[src/rtl/dot_matrix_scanner_if.sv]
// Pixel-write and buffer-swap handshake between a display client and dot_matrix_scanner.
interface dot_matrix_scanner_if;
  logic       wr_valid;
  logic       wr_ready;
  logic [1:0] wr_op;
  logic [3:0] wr_row;
  logic [4:0] wr_col;
  logic       swap;
  logic       swap_done;

  modport master (
    output wr_valid, wr_op, wr_row, wr_col, swap,
    input  wr_ready, swap_done
  );

  modport slave (
    input  wr_valid, wr_op, wr_row, wr_col, swap,
    output wr_ready, swap_done
  );
endinterface

[src/rtl/dot_matrix_scanner.sv]
// Row-scanned LED dot-matrix driver with framebuffer; outputs registered 1 cycle, wr_ready low only during clear-all.
// Optional second (front/back) framebuffer with swap when DOTM_DOUBLE_BUFFER_EN is defined.
module dot_matrix_scanner #(
  parameter int ROWS  = 8,
  parameter int COLS  = 16,
  parameter int DWELL = 1,
  parameter int BLANK = 0
) (
  input  logic                reset,
  input  logic                div_clk_10k,
  input  logic                enable,
  dot_matrix_scanner_if.slave wr,
  output logic                frame_start,
  output logic [ROWS-1:0]     dotR,
  output logic [COLS-1:0]     dotC
);
  localparam int RW = $clog2(ROWS);
`ifdef DOTM_DOUBLE_BUFFER_EN
  localparam int AW = RW + 1;
`else
  localparam int AW = RW;
`endif
  localparam int NE = 1 << AW;
  localparam logic [RW-1:0]   ROW_LAST = RW'(ROWS - 1);
  localparam logic [7:0]      DW_LAST  = 8'(DWELL - 1);
  localparam logic [ROWS-1:0] ROW_MSB  = {1'b1, {(ROWS-1){1'b0}}};

  typedef enum logic {ST_IDLE, ST_CLEAR} clr_state_t;

  clr_state_t      state_q, state_d;
  logic [RW-1:0]   row_q, clr_row_q;
  logic [7:0]      dw_q;
  logic [COLS-1:0] fb [NE];
  logic [AW-1:0]   rd_idx, wr_idx, clr_idx;
  logic            ready, wr_acc, clr_acc, in_range, blank;
  logic [COLS-1:0] wr_mask;

  always_comb begin
    state_d = state_q;
    ready   = (state_q == ST_IDLE);
    wr_acc  = wr.wr_valid && ready;
    clr_acc = wr_acc && (wr.wr_op == 2'b11);
    case (state_q)
      ST_IDLE:  if (clr_acc) state_d = ST_CLEAR;
      ST_CLEAR: if (clr_row_q == ROW_LAST) state_d = ST_IDLE;
      default:  state_d = ST_IDLE;
    endcase
    wr.wr_ready = ready;
  end

  assign in_range = ({1'b0, wr.wr_row} < 5'(ROWS)) && ({1'b0, wr.wr_col} < 6'(COLS));
  assign wr_mask  = COLS'(1) << wr.wr_col;

  // Clear-all wipes one row per cycle and owns the write port until done.
  always_ff @(posedge div_clk_10k or negedge reset) begin
    if (!reset) begin
      state_q   <= ST_IDLE;
      clr_row_q <= '0;
      for (int i = 0; i < NE; i++) fb[i] <= '0;
    end else begin
      state_q <= state_d;
      if (state_q == ST_CLEAR) begin
        fb[clr_idx] <= '0;
        clr_row_q   <= clr_row_q + RW'(1);
      end else if (clr_acc) begin
        clr_row_q <= '0;
      end else if (wr_acc && in_range) begin
        case (wr.wr_op)
          2'b00:   fb[wr_idx] <= fb[wr_idx] | wr_mask;
          2'b01:   fb[wr_idx] <= fb[wr_idx] & ~wr_mask;
          2'b10:   fb[wr_idx] <= fb[wr_idx] ^ wr_mask;
          default: ;
        endcase
      end
    end
  end

  if (BLANK == 0) begin : g_noblank
    assign blank = 1'b0;
  end else begin : g_blank
    assign blank = dw_q < 8'(BLANK);
  end

  always_ff @(posedge div_clk_10k or negedge reset) begin
    if (!reset) begin
      row_q       <= '0;
      dw_q        <= '0;
      dotR        <= '1;
      dotC        <= '0;
      frame_start <= 1'b0;
    end else if (!enable) begin
      row_q       <= '0;
      dw_q        <= '0;
      dotR        <= '1;
      dotC        <= '0;
      frame_start <= 1'b0;
    end else begin
      frame_start <= (row_q == '0) && (dw_q == '0);
      dotR        <= blank ? '1 : ~(ROW_MSB >> row_q);
      dotC        <= blank ? '0 : fb[rd_idx];
      if (dw_q == DW_LAST) begin
        dw_q  <= '0;
        row_q <= (row_q == ROW_LAST) ? '0 : row_q + RW'(1);
      end else begin
        dw_q <= dw_q + 8'd1;
      end
    end
  end

`ifdef DOTM_DOUBLE_BUFFER_EN
  logic front_q, swap_pend_q, swap_done_q, swap_req, do_swap;

  // Exchange only at a frame boundary (or when idle) so a frame never tears.
  always_comb begin
    swap_req = swap_pend_q | wr.swap;
    do_swap  = swap_req && (state_q == ST_IDLE) && !clr_acc &&
               (!enable || ((row_q == ROW_LAST) && (dw_q == DW_LAST)));
  end

  always_ff @(posedge div_clk_10k or negedge reset) begin
    if (!reset) begin
      front_q     <= 1'b0;
      swap_pend_q <= 1'b0;
      swap_done_q <= 1'b0;
    end else begin
      front_q     <= front_q ^ do_swap;
      swap_pend_q <= swap_req & ~do_swap;
      swap_done_q <= do_swap;
    end
  end

  assign rd_idx       = {front_q, row_q};
  assign wr_idx       = {~front_q, wr.wr_row[RW-1:0]};
  assign clr_idx      = {~front_q, clr_row_q};
  assign wr.swap_done = swap_done_q;
`else
  logic unused_swap;
  assign unused_swap  = wr.swap;
  assign rd_idx       = row_q;
  assign wr_idx       = wr.wr_row[RW-1:0];
  assign clr_idx      = clr_row_q;
  assign wr.swap_done = 1'b0;
`endif
endmodule
[src/flat_wrapper.sv]
// flat-port wrapper written by rule: the top's interface ports become plain ports
module dot_matrix_scanner_flat 
#(
  parameter int ROWS  = 8,
  parameter int COLS  = 16,
  parameter int DWELL = 1,
  parameter int BLANK = 0
)
  (reset, div_clk_10k, enable, frame_start, dotR, dotC, wr_wr_valid, wr_wr_op, wr_wr_row, wr_wr_col, wr_swap, wr_wr_ready, wr_swap_done);
  dot_matrix_scanner_if wr_i ();
  input  logic reset;
  input  logic div_clk_10k;
  input  logic enable;
  output logic frame_start;
  output logic [ROWS-1:0] dotR;
  output logic [COLS-1:0] dotC;
  input wire logic [$bits(wr_i.wr_valid)-1:0] wr_wr_valid;
  input wire logic [$bits(wr_i.wr_op)-1:0] wr_wr_op;
  input wire logic [$bits(wr_i.wr_row)-1:0] wr_wr_row;
  input wire logic [$bits(wr_i.wr_col)-1:0] wr_wr_col;
  input wire logic [$bits(wr_i.swap)-1:0] wr_swap;
  output wire logic [$bits(wr_i.wr_ready)-1:0] wr_wr_ready;
  output wire logic [$bits(wr_i.swap_done)-1:0] wr_swap_done;
  assign wr_i.wr_valid = wr_wr_valid;
  assign wr_i.wr_op = wr_wr_op;
  assign wr_i.wr_row = wr_wr_row;
  assign wr_i.wr_col = wr_wr_col;
  assign wr_i.swap = wr_swap;
  assign wr_wr_ready = wr_i.wr_ready;
  assign wr_swap_done = wr_i.swap_done;
  dot_matrix_scanner #(.ROWS(ROWS), .COLS(COLS), .DWELL(DWELL), .BLANK(BLANK)) u_core (.reset(reset), .div_clk_10k(div_clk_10k), .enable(enable), .wr(wr_i), .frame_start(frame_start), .dotR(dotR), .dotC(dotC));
endmodule
[config.mk]
export PLATFORM = sky130hd
export DESIGN_NAME = dot_matrix_scanner_flat
export DESIGN_NICKNAME = d
export VERILOG_FILES = /design/src/rtl/dot_matrix_scanner_if.sv /design/src/rtl/dot_matrix_scanner.sv /design/src/flat_wrapper.sv
export SDC_FILE = /design/constraint.sdc
export NUM_CORES = 1
export LEC_CHECK = 0
export BUFFER_PORTS_ARGS = -buffer_cell sky130_fd_sc_hd__buf_4
export CAP_MARGIN = 20
export CELL_PAD_IN_SITES_DETAIL_PLACEMENT = 0
export CELL_PAD_IN_SITES_GLOBAL_PLACEMENT = 1
export CORE_ASPECT_RATIO = 0.9
export CORE_MARGIN = 2
export CORE_UTILIZATION = 30
export DETAILED_ROUTE_END_ITERATION = 7
export PLACE_DENSITY = 0.54
export SLEW_MARGIN = 20
export SYNTH_ARGS = -nofsm -noshare
export SYNTH_HDL_FRONTEND = slang
export SYNTH_SLANG_ARGS = --single-unit
[constraint.sdc]
create_clock -name div_clk_10k -period 2.9 [get_ports div_clk_10k]
set_input_delay 0.87 -clock div_clk_10k [delete_from_list [all_inputs] [get_ports div_clk_10k]]
set_output_delay 0.87 -clock div_clk_10k [all_outputs]
set_load 0.005 [all_outputs]
# Word level (Yosys, flattened, before mapping)
# Index checks and enable logic that the tools add are counted.
# totals
wordCells	89
out_inout_bits	27
in_bits	16
ff_bits	168
# classes
n_shift	2
reduce_logical	14
order_cmp	7
muxes	30
addsub	3
bitwise	11
n_eq_ne	7
# ops
operator	n
$bwmux 128	3
$mux 128	3
$pmux 128 s3	1
$and 128x128->128	1
$not 128->128	1
$mux 16	7
$bmux 16 s3	2
$demux 16 s3	2
$mux 8	3
$and 16x16->16	1
$not 16->16	1
$or 16x16->16	1
$shl 1x5->16 const A	1
$xor 16x16->16	1
$mux 3	5
$ge 4x4->1 const B	3
$not 3->4	3
$add 8x1->8 const B	1
$logic_not 8->1	1
$lt 4x1->1 const B	2
$not 8->8	1
$shr 8x3->8 const A	1
$logic_and 1x1->1	7
$add 3x1->3 const B	2
14 further kinds	20

# Depth between registers and ports, before layout
# depth
ltp_word	10
mapped_depth	13
ltp_nobuf	9

# Worst setup path before layout
# Ideal clock, no wire load.
# synth_path
kind	in2reg
startpoint	input wr_wr_row[1]
endpoint	register u_core.fb[100] (netlist name)
setup_slack_ns	-0.424
arrival_ns	3.203
required_ns	2.779
n_path_buf	4
stages	13
setup_time_ns	0.121
path_cell_list	buf_2 -> buf_2 -> buf_2 -> clkbuf_1 -> nand2_1 -> o221ai_1 -> o31ai_1 -> o221a_2 -> ha_1 -> inv_1 -> a221oi_1 -> a21oi_1 -> a22o_1
# synth_via
elab_chain_len	10
word_cells_on_any_way	24
cone_classes	order compare: 3; mux: 12; bitwise: 4; reduce/logical: 5
# synth_lines
item	line_no	source
from (decl)	flat_wrapper.sv:19	input wire logic [$bits(wr_i.wr_row)-1:0] wr_wr_row;
$not 3->4	dot_matrix_scanner.sv:69, dot_matrix_scanner.sv:70, dot_matrix_scanner.sv:71	
$ge 4x4->1 (implied by the code) (tied with other cells)	dot_matrix_scanner.sv:69, dot_matrix_scanner.sv:70, dot_matrix_scanner.sv:71	
$logic_and 1x1->1 (implied by the code) / $mux 16 (equally long branches)	dot_matrix_scanner.sv:69, dot_matrix_scanner.sv:70, dot_matrix_scanner.sv:71	
$mux 16 (implied by the code)	dot_matrix_scanner.sv:69, dot_matrix_scanner.sv:70, dot_matrix_scanner.sv:71	
$demux 16 s3 (tied with other cells)	dot_matrix_scanner.sv:69, dot_matrix_scanner.sv:70, dot_matrix_scanner.sv:71	
$bwmux 128, on equally long branches	dot_matrix_scanner.sv:71, dot_matrix_scanner.sv:69, dot_matrix_scanner.sv:70	
$pmux 128 s3	dot_matrix_scanner.sv:68	case (wr.wr_op)
$mux 128	dot_matrix_scanner.sv:67	end else if (wr_acc && in_range) begin
$mux 128	dot_matrix_scanner.sv:65	end else if (clr_acc) begin
$mux 128	dot_matrix_scanner.sv:62	if (state_q == ST_CLEAR) begin
to (signal, indexed assignment)	dot_matrix_scanner.sv:69	2'b00: fb[wr_idx] <= fb[wr_idx] | wr_mask;
to (signal, indexed assignment)	dot_matrix_scanner.sv:70	2'b01: fb[wr_idx] <= fb[wr_idx] & ~wr_mask;
to (signal, indexed assignment)	dot_matrix_scanner.sv:71	2'b10: fb[wr_idx] <= fb[wr_idx] ^ wr_mask;
to (decl)	dot_matrix_scanner.sv:33	logic [COLS-1:0] fb [NE];
# Parallel ways exist; a longest one is shown, timed or not. The select of a mux whose other input is x is not followed.
# A chain may end at the register's enable or synchronous reset.

# Final worst setup path
# layout_path
startpoint	input wr_wr_row[1]
endpoint	register u_core.fb[96] (netlist name)
# Same word-level chain as after synthesis.

==> results by stage <==
Timing:
- The max-slew violation count is 0.
- For the pin with the worst max-slew slack, the measured transition is 0.947 ns.
- Across all hold checks on the routed design, the worst slack comes to between 0.4 and 0.5 ns.
- The remaining max-slew budget at the tightest pin is around 37%.
- The hold violation count in the final report is 0.
- Setup violations remaining at the end of the flow were counted as 0.
- The post-route clock period utilization is 94.1%.
- Setup repair after global routing left no endpoint under its margin.
- The clock arrives with 0.00919 ns of skew.
- The time the final worst path needs with I/O delays and setup is 2.73 ns.
- The maximum achievable frequency is 366 MHz.

Critical path:
- The data arrival time of the critical path is ~3.1 ns.
- The worst setup path is launched from an input port.
- Along the worst path, the maximum fanout reaches 19.
- The data required time of the worst path is 3.29 ns.
- By startpoint and endpoint, the worst setup path is classified as input port to flop.
- The kind of end point of the critical path is a flop.

Synthesis:
- Synthesis produced a little under 800 cells.
- The mean cell area of the mapped netlist is 11.7 sq um.
- The post-synthesis net count is between 800 and 900.
- Yosys mapped the design onto 60 distinct sky130hd cell types.
- The share of async-settable or async-resettable flops after synthesis is 100%.
- The synthesized design contains between 150 and 200 register bits.
- The Yosys step of the flow raised 0 warnings.
- The number of enable flip-flop cells after synthesis is 0.
- Among all flip-flop cells after synthesis, the most frequent one is dfrtp_1.
- Summing the sequential cell areas from Yosys gives 45.8% of the chip area.
- The cell area after synthesis is 9210 sq um.

Pwr:
- Registers are responsible for 39.8% of the overall power.
- The clock network accounts for ~37% of the total power.
- The internal power of the cells totals 4.48 mW.
- In this run the static leakage power is 5.17 nW.
- The maximum ir drop on the vdd rail is 0.000437 V.
- The combinational group share of total power is 23.6%.
- The power density relative to cell area is 578 nW/um^2.
- The total net switching power is 2.17 mW.
- Net switching is between 30% and 40% of the power.

Placed design:
- The count of placed standard cells including taps is 1261.
- The sum of net half-perimeters after detailed placement is 20.8 mm.
- The final estimated routing congestion in global placement is 0.806.
- The port buffer count is 40.

Flow run:
- The tool flagged a number of max-cap violations equal to 0.

Routing:
- For this block, the routed nets add up to 31.3 mm of wire.
- The count of antenna-violating nets left after detailed routing is 0.
- The DRC violation total after the first TritonRoute iteration is 525.
- The DRC violation count after routing is 0.
- The first detailed-routing pass ran for 5 iterations.
- After detailed routing, the average wire length per cell comes to approximately 24 um.
- The total via count after detailed routing is 7270.
- Using the TritonRoute via totals, the vias-per-cell ratio works out to 5.62.

Clock tree:
- The root buffer selected by CTS is clkbuf_16.
- In this run the deepest clock path goes through 2 buffers.
- The H-tree generated during clock tree synthesis spans 4 levels.
- Buffers added to address setup during post-CTS repair amount to 0.
- The clock reaches the later pin of the worst-skew pair after 0.45 ns.
- The clock-pin slew on the worst setup and hold paths is 0.07 ns.
- Clock tree synthesis found a total of 168 sinks.
- The clock buffer count from CTS is 17.
- TritonCTS built the clock tree.

Cells and area:
- Cells with a size suffix above 1 make up 30.8% of the layout.
- The area added between synthesis and finish is 24.8%.
- The top cell types in the final layout, fill and taps aside, are 159 x dfrtp_1, 126 x a22o_1, 103 x buf_4.
- The net count of the finished layout is 939.
- Leaving out fill and tap cells, the most frequent cell in the layout is dfrtp_1.
- The antenna diode instance count is 0.
- For this run, the number of standard cells in the final layout without fillers is 1293.

GRT:
- After global routing the overflow that remains totals 0.
- Global routing consumed, over all layers together, about a fifth of the routing resources.
- Entering global routing, the biggest net connects 62 pins.
- The first global-routing pass estimated about 48 mm of wire.
- The number of antenna violations at the first check in global routing came to 0.
- The via count of the first global-routing pass is 7617.

Outcome:
- The run finished with clean final reports.

Floorplanning:
- In this run the core area contains 60 standard-cell rows.
- The initial utilization of the core area, before any placement, comes to 30.7%.
- The floorplan step set the die height to 170 um.
- During I/O placement, the number of pins put on the boundary was 43.
- The floorplan die area is about 32000 sq um.
- The floorplan step set the die width to 189 um.
- The area of the core region is roughly 30000 sq um.

Min path:
- In this run the worst hold path is classified as input port to async pin.
-- metal layers --
layer	vias to the layer above	GRT usage, %	routed length, um
li1	3176	-	-
met1	3776	27.8	13900
met2	275	31.8	14500
met3	43	5.34	2310
met4	0	6.05	623
met5	-	0.462	0
-- metrics by stage --
step	util [%]	total power [mW]	setup TNS (ns)	setup slack, ns	instance area, sq um
finish	38.3	6.64	0	0.171	11500
global route	38.3	6.94	0	0.0379	11500
CTS	38.2	6.69	0	0.0370	11500
detailed placement	36.2	4.25	-39.83	-0.432	10900
global placement	36.2	4.21	-34.90	-0.377	10900
floorplan	-	3.43	-0.0622	-0.00777	9370
-- power by group through the flow --
stage	logic, mW	registers, mW	clock network [mW]
floorplan	0.826	2.60	0
global placement	1.54	2.68	0
detailed placement	1.57	2.68	0
CTS	1.57	2.64	2.48
global route	1.69	2.67	2.59
finish	1.57	2.65	2.43
-- worst max-delay path, cell delays in order --
cell	delay [ns]
buf_6	0.24
buf_4	0.23
mux2i_1	0.09
nand2_1	0.07
o21ai_0	0.12
a221oi_1	0.36
ha_1	0.29
nand2b_1	0.14
a31oi_1	0.23
nor2b_4	0.27
a32o_1	0.20
-- synth_stat cells, drive strengths merged, types with 3 or more instances --
| library cell | instances | area (sq um) |
|---|---|---|
| or3 | 5 | 31.3 |
| or4b | 3 | 33.8 |
| o22a | 4 | 35.0 |
| o221ai | 7 | 61.3 |
| ha | 46 | 576 |
| dfstp | 8 | 210 |
| nor2b | 8 | 50.1 |
| a31oi | 8 | 50.1 |
| nor3b | 5 | 37.5 |
| a221oi | 16 | 140 |
| a211oi | 4 | 30.0 |
| mux2 | 12 | 135 |
| inv | 35 | 131 |
| clkbuf | 29 | 109 |
| o21ai | 5 | 25.0 |
| a21oi | 37 | 185 |
| and3 | 4 | 25.0 |
| buf | 30 | 149 |
| nand3 | 17 | 85.1 |
| nor3 | 12 | 76.3 |
| xor2 | 5 | 43.8 |
| nand2 | 70 | 263 |
| o221a | 4 | 45.0 |
| mux4 | 45 | 1010 |
| mux2i | 8 | 80.1 |
| nand3b | 3 | 22.5 |
| nor2 | 30 | 155 |
| nand2b | 9 | 56.3 |
| a22o | 126 | 1100 |
| dfrtp | 160 | 4000 |
| o22ai | 8 | 50.1 |
-- sequential cells by signal, indices dropped and copies added (netlist names) --
signal and flops:
u_core.dotC 16, u_core.rd_idx 3, u_core.state_q 1, u_core.fb 128, u_core.frame_start 1, u_core.dw_q 8, u_core.clr_idx 3, u_core.dotR 8
-- kinds of logic after synthesis --
family / count (synthesis) / share of synthesized area (%)
xor+xnor: 6 / 0.571
other cells: 1 / 0.0407
simple gates: 175 / 9.82
buf+inv: 95 / 4.27
fa+ha+maj: 46 / 6.25
compound gates: 232 / 19.9
mux: 65 / 13.3
flops: 168 / 45.8
-- final timing paths --
kind / slack, ns / to / from / cells past startpoint
max: 0.17 / u_core.fb[96] / wr_wr_row[1] / 11
min: 0.41 / u_core.fb[83] / reset / 1
max reg2reg: 0.64 / u_core.fb[97] / u_core.fb[33] / 7
min reg2reg: 0.53 / u_core.fb[6] / u_core.fb[6] / 1
max in group asynchronous: 1.81 / u_core.fb[125] / reset / 2
min in group div_clk_10k: 0.53 / u_core.fb[6] / u_core.fb[6] / 1
-- repair_timing --
item	4_1_cts	5_1_grt
hold buffers	0	0
gates resized for setup	0	4
endpoints found under the setup margin	0	30
endpoints found under the hold margin	0	0
-- final cells by class --
cell class	count	area (sq um)
tap	403	504
clock buffer	17	425
clock inverter	15	190
multi-input combinational	525	4750
inverter	36	135
timing repair buffer	129	1270
sequential	168	4220
fill	2897	18500
(Power assumes the default switching activity.)
